<file path="src/rtl/uart_tx_arbiter_if.sv">
// uart_tx_arbiter_if: byte-source, transmitter and grant signals shared by the arbiter and its surroundings
interface uart_tx_arbiter_if;
  logic adcValid;
  logic [7:0] adcData;
  logic adcStrobe;
  logic genValid;
  logic [7:0] genData;
  logic genStrobe;
  logic txBusy;
  logic txStart;
  logic [7:0] txData;
  logic grantAdc;
  logic grantGen;
  modport master(
    input adcValid, adcData, genValid, genData, txBusy,
    output adcStrobe, genStrobe, txStart, txData, grantAdc, grantGen
  );
  modport slave(
    output adcValid, adcData, genValid, genData, txBusy,
    input adcStrobe, genStrobe, txStart, txData, grantAdc, grantGen
  );
endinterface

</file>
<file path="src/rtl/uart_tx_arbiter.sv">
// uart_tx_arbiter: round-robin, burst-limited sharing of one UART transmitter between ADC and general byte sources
module uart_tx_arbiter #(
  parameter logic [7:0] ADC_HDR = 8'hA5,
  parameter logic [7:0] GEN_HDR = 8'h5A,
  parameter int BURST = 16
) (
  input logic Clock,
  input logic Reset,
  uart_tx_arbiter_if.master bus
);
  localparam int CW = $clog2(BURST + 1);
  typedef enum logic [2:0] {IDLE, HDR, HDR_WAIT, DATA, DATA_WAIT} state_t;
  state_t state, stateNext;
  logic [CW-1:0] count, countNext;
  logic lastAdc, lastAdcNext, sawBusy, sawBusyNext;
  logic txStartNext, adcStrobeNext, genStrobeNext, grantAdcNext, grantGenNext;
  logic [7:0] txDataNext;
  logic srcValid;
  logic [7:0] srcData;
  assign srcValid = bus.grantAdc ? bus.adcValid : bus.genValid;
  assign srcData = bus.grantAdc ? bus.adcData : bus.genData;
  always_ff @(posedge Clock or posedge Reset)
    if (Reset) begin
      state <= IDLE;
      count <= '0;
      lastAdc <= 1'b0;
      sawBusy <= 1'b0;
      bus.txStart <= 1'b0;
      bus.txData <= 8'h00;
      bus.adcStrobe <= 1'b0;
      bus.genStrobe <= 1'b0;
      bus.grantAdc <= 1'b0;
      bus.grantGen <= 1'b0;
    end else begin
      state <= stateNext;
      count <= countNext;
      lastAdc <= lastAdcNext;
      sawBusy <= sawBusyNext;
      bus.txStart <= txStartNext;
      bus.txData <= txDataNext;
      bus.adcStrobe <= adcStrobeNext;
      bus.genStrobe <= genStrobeNext;
      bus.grantAdc <= grantAdcNext;
      bus.grantGen <= grantGenNext;
    end
  always_comb begin
    stateNext = state;
    countNext = count;
    lastAdcNext = lastAdc;
    sawBusyNext = sawBusy;
    txStartNext = 1'b0;
    txDataNext = bus.txData;
    adcStrobeNext = 1'b0;
    genStrobeNext = 1'b0;
    grantAdcNext = bus.grantAdc;
    grantGenNext = bus.grantGen;
    case (state)
      IDLE:
        if (bus.adcValid || bus.genValid) begin
          // on a tie the source that did not own the last packet wins
          grantAdcNext = bus.adcValid && (!bus.genValid || !lastAdc);
          grantGenNext = !grantAdcNext;
          countNext = '0;
          stateNext = HDR;
        end
      HDR:
        if (!bus.txBusy) begin
          txStartNext = 1'b1;
          txDataNext = bus.grantAdc ? ADC_HDR : GEN_HDR;
          sawBusyNext = 1'b0;
          stateNext = HDR_WAIT;
        end
      HDR_WAIT, DATA_WAIT: begin
        sawBusyNext = sawBusy || bus.txBusy;
        stateNext = sawBusy && !bus.txBusy ? DATA : state;
      end
      DATA:
        if (!srcValid || count == CW'(BURST)) begin
          lastAdcNext = bus.grantAdc;
          grantAdcNext = 1'b0;
          grantGenNext = 1'b0;
          stateNext = IDLE;
        end else if (!bus.txBusy) begin
          txStartNext = 1'b1;
          txDataNext = srcData;
          adcStrobeNext = bus.grantAdc;
          genStrobeNext = bus.grantGen;
          countNext = count + CW'(1);
          sawBusyNext = 1'b0;
          stateNext = DATA_WAIT;
        end
      default: stateNext = IDLE;
    endcase
  end
endmodule

</file>
<file path="src/flat_wrapper.sv">
// flat-port wrapper written by rule: the top's interface ports become plain ports
module uart_tx_arbiter_flat 
#(
  parameter logic [7:0] ADC_HDR = 8'hA5,
  parameter logic [7:0] GEN_HDR = 8'h5A,
  parameter int BURST = 16
)
  (Clock, Reset, bus_adcValid, bus_adcData, bus_genValid, bus_genData, bus_txBusy, bus_adcStrobe, bus_genStrobe, bus_txStart, bus_txData, bus_grantAdc, bus_grantGen);
  uart_tx_arbiter_if bus_i ();
  input logic Clock;
  input logic Reset;
  input wire logic [$bits(bus_i.adcValid)-1:0] bus_adcValid;
  input wire logic [$bits(bus_i.adcData)-1:0] bus_adcData;
  input wire logic [$bits(bus_i.genValid)-1:0] bus_genValid;
  input wire logic [$bits(bus_i.genData)-1:0] bus_genData;
  input wire logic [$bits(bus_i.txBusy)-1:0] bus_txBusy;
  output wire logic [$bits(bus_i.adcStrobe)-1:0] bus_adcStrobe;
  output wire logic [$bits(bus_i.genStrobe)-1:0] bus_genStrobe;
  output wire logic [$bits(bus_i.txStart)-1:0] bus_txStart;
  output wire logic [$bits(bus_i.txData)-1:0] bus_txData;
  output wire logic [$bits(bus_i.grantAdc)-1:0] bus_grantAdc;
  output wire logic [$bits(bus_i.grantGen)-1:0] bus_grantGen;
  assign bus_i.adcValid = bus_adcValid;
  assign bus_i.adcData = bus_adcData;
  assign bus_i.genValid = bus_genValid;
  assign bus_i.genData = bus_genData;
  assign bus_i.txBusy = bus_txBusy;
  assign bus_adcStrobe = bus_i.adcStrobe;
  assign bus_genStrobe = bus_i.genStrobe;
  assign bus_txStart = bus_i.txStart;
  assign bus_txData = bus_i.txData;
  assign bus_grantAdc = bus_i.grantAdc;
  assign bus_grantGen = bus_i.grantGen;
  uart_tx_arbiter #(.ADC_HDR(ADC_HDR), .GEN_HDR(GEN_HDR), .BURST(BURST)) u_core (.Clock(Clock), .Reset(Reset), .bus(bus_i));
endmodule
</file>
<file path="config.mk">
export PLATFORM = sky130hd
export DESIGN_NAME = uart_tx_arbiter_flat
export DESIGN_NICKNAME = d
export VERILOG_FILES = /design/src/rtl/uart_tx_arbiter_if.sv /design/src/rtl/uart_tx_arbiter.sv /design/src/flat_wrapper.sv
export SDC_FILE = /design/constraint.sdc
export NUM_CORES = 1
export LEC_CHECK = 0
export CORE_MARGIN = 4
export CORE_UTILIZATION = 51
export DETAILED_ROUTE_END_ITERATION = 12
export PLACE_DENSITY = 0.84
export SLEW_MARGIN = 20
export SYNTH_ARGS = -nofsm -noshare
export SYNTH_HDL_FRONTEND = slang
export SYNTH_SLANG_ARGS = --single-unit
export TNS_END_PERCENT = 50
</file>
<file path="constraint.sdc">
create_clock -name Clock -period 4.4 [get_ports Clock]
set_input_delay 1.32 -clock Clock [delete_from_list [all_inputs] [get_ports Clock]]
set_output_delay 1.32 -clock Clock [all_outputs]
set_load 0.01 [all_outputs]
</file>
==> impl_metrics.env <==
export IMPL_clk_path_buf_depth=2
export IMPL_tightest_slew_ps=860
export IMPL_drtIter0Drc=32
export IMPL_final_common_cell="clkdlybuf4s50_1"
export IMPL_clock_root_buffer="clkbuf_4"
export IMPL_reg2reg_depth=4
export IMPL_ir_drop_uv=331
export IMPL_drive_gt1_frac=0.121
export IMPL_synth_top_area_share=0.461
export IMPL_ys_seq_area_frac=0.461
export IMPL_netlist_area_um2=1250
export IMPL_crit_family="flip-flops"
export IMPL_start_util=0.548
export IMPL_ant_nets=0
export IMPL_finClkSkew_ps=7.46
export IMPL_grt_pass1_wl_um=5000
export IMPL_slew_viol_final=0
export IMPL_grt_max_degree=24
export IMPL_routed_wl_um=2970
export IMPL_final_area_um2=1610
export IMPL_coreArea_um2=2280
export IMPL_synth_edff_count=0
export IMPL_drv_cap=0
export IMPL_multi_input_area_um2=618
export IMPL_cts_hold_buffers=0
export IMPL_synth_top_area_cell="dfrtp_1"
export IMPL_port_buffers=33
export IMPL_min_period_ps=2920
export IMPL_min_path_cells=1
export IMPL_cp_num_buf_inv=1
export IMPL_crit_type="reg2out"
export IMPL_pin_count=34
export IMPL_cp_max_fo=16
export IMPL_timing_fmax_mhz=342
export IMPL_cts_setup_buffers=0
export IMPL_dr_pass1_iters=5
export IMPL_gr_total_overflow=0
export IMPL_viasPerCell=5.82
export IMPL_cts_buffers_inserted=3
export IMPL_cts_sinks=23
export IMPL_placed_area_um2=1580
export IMPL_fin_tns_setup_ps=0
export IMPL_slew_headroom=0.426
export IMPL_hold_violations=0
export IMPL_crit_required_ps=3080
export IMPL_final_cell_mix="clkdlybuf4s50_1, dfrtp_1, nand2_1"
export IMPL_diodes=0
export IMPL_syn_nets=149
export IMPL_wire_per_inst_um=16.1
export IMPL_crit_arrival_ps=1600
export IMPL_startpoint_type="flop"
export IMPL_cts_tree="built"
export IMPL_die_w_um=57.5
export IMPL_syn_avg_cell_area_um2=9.90
export IMPL_hp_class="reg2reg"
export IMPL_fin_nets=181
export IMPL_cts_resized=0
export IMPL_cp_num_cells=1
export IMPL_antenna_found_initial=0
export IMPL_synth_top_flop_cell="dfrtp_1"
export IMPL_core_rowCount=17
export IMPL_p_leak_nw=0.662
export IMPL_path_clk_slew_ps=130
export IMPL_grt_pass1_vias=1130
export IMPL_dp_hpwl_um=2200
export IMPL_power_w=0.000963
export IMPL_yosysUniqueCellTypes=37
export IMPL_synth_area_leaders="dfrtp_1, mux2_2, o21ai_0, nand2_1, nand3_1"
export IMPL_cp_cell_sequence="clkdlybuf4s50_1"
export IMPL_power_density_nw_per_um2=598
export IMPL_synth_async_reset_ratio=1.00
export IMPL_drc=0
export IMPL_fin_crit_sh=0.665
export IMPL_die_y_um=57.5
export IMPL_synth_seq_cells=23
export IMPL_die_area_um2=3300
export IMPL_fillCellCount=183
export IMPL_largest_reg_flops=8
export IMPL_end_kind="output port"
export IMPL_via_count=1077
export IMPL_regArea_um2=576
export IMPL_syn2layout_area_growth_pct=29.0
export IMPL_status="complete, no violations"
export IMPL_cp_slowest_stage_delay_ps=650
export IMPL_setup_viol=0
export IMPL_cp_slowest_cell="dfrtp_1"
export IMPL_regMostFlops="u_core.bus.txData"
export IMPL_grt_use_total=0.194
export IMPL_syn_inst=126
export IMPL_clk_latency_ps=310
export IMPL_htree_levels=1
export IMPL_place_congestion=0.803
export IMPL_yosys_warnings=0
export IMPL_rsz0062_at_grt="false"
export IMPL_reg_top3="u_core.bus.txData (8), u_core.count (5), u_core.state (3)"
through the flow:
step / std cells / setup slack [ps] / hold WS, ps / util
floorplan: 126 / 1930 / 449 / -
global placement: 181 / 1340 / 470 / 0.695
detailed placement: 181 / 1270 / 480 / 0.695
CTS: 185 / 1460 / 499 / 0.707
global route: 185 / 1400 / 535 / 0.707
finish: 185 / 1480 / 499 / 0.707
logic make-up after synthesis:
kind of cell	synth area share
flip-flops	0.461
XOR/XNOR	0.00702
AO/OA/AOI/OAI	0.190
buffers and inverters	0.0431
adder cells (fa/ha/maj)	0.0201
multiplexers	0.0963
AND/OR/NAND/NOR	0.183
synthesized netlist by cell type, drive strengths merged (2+ instances only):
library cell  number
nand3b             2
nor2               4
o21ai             16
dfrtp             23
nand2             17
a41oi              2
a31oi              2
inv                6
nor3               3
buf                2
a211oi             2
mux2i              3
a21oi              6
nand3              7
mux2               8
o21a               2
ha                 2
clkbuf             4
where the power goes:
part           internal (W)   total, W  switching [W]  leakage [nW]
sequential         0.000290   0.000384      0.0000939         0.292
combinational      0.000250   0.000483       0.000233         0.352
clock             0.0000339  0.0000961      0.0000622        0.0177
area by class of cell:
type	instances	area share
well taps	28	0.0218
flip-flops and latches	23	0.358
inverters	6	0.0140
clock inverters	1	0.00311
multi-input cells	91	0.384
clock buffers	3	0.0140
repair buffers	33	0.205
path summary, 6_finish.rpt:
path / start / end / slack (ps)
setup / recovery: u_core.bus.grantAdc / bus_grantAdc / 1480
hold / removal: u_core.count[4] / u_core.count[4] / 500
setup reg to reg: u_core.state[2] / u_core.count[1] / 2130
hold reg to reg: u_core.count[4] / u_core.count[4] / 500
max in group asynchronous: Reset / u_core.count[0] / 2400
min in group asynchronous: Reset / u_core.bus.txData[1] / 1470
metal layers:
metal / share of wire / GRT usage / up-vias
li1: - / - / 517
met1: 0.41 / 0.229 / 525
met2: 0.52 / 0.340 / 31
met3: 0.056 / 0.0362 / 4
met4: 0.013 / 0.0828 / 0
met5: 0 / 0 / -
Power figures use the tool's default switching activity.
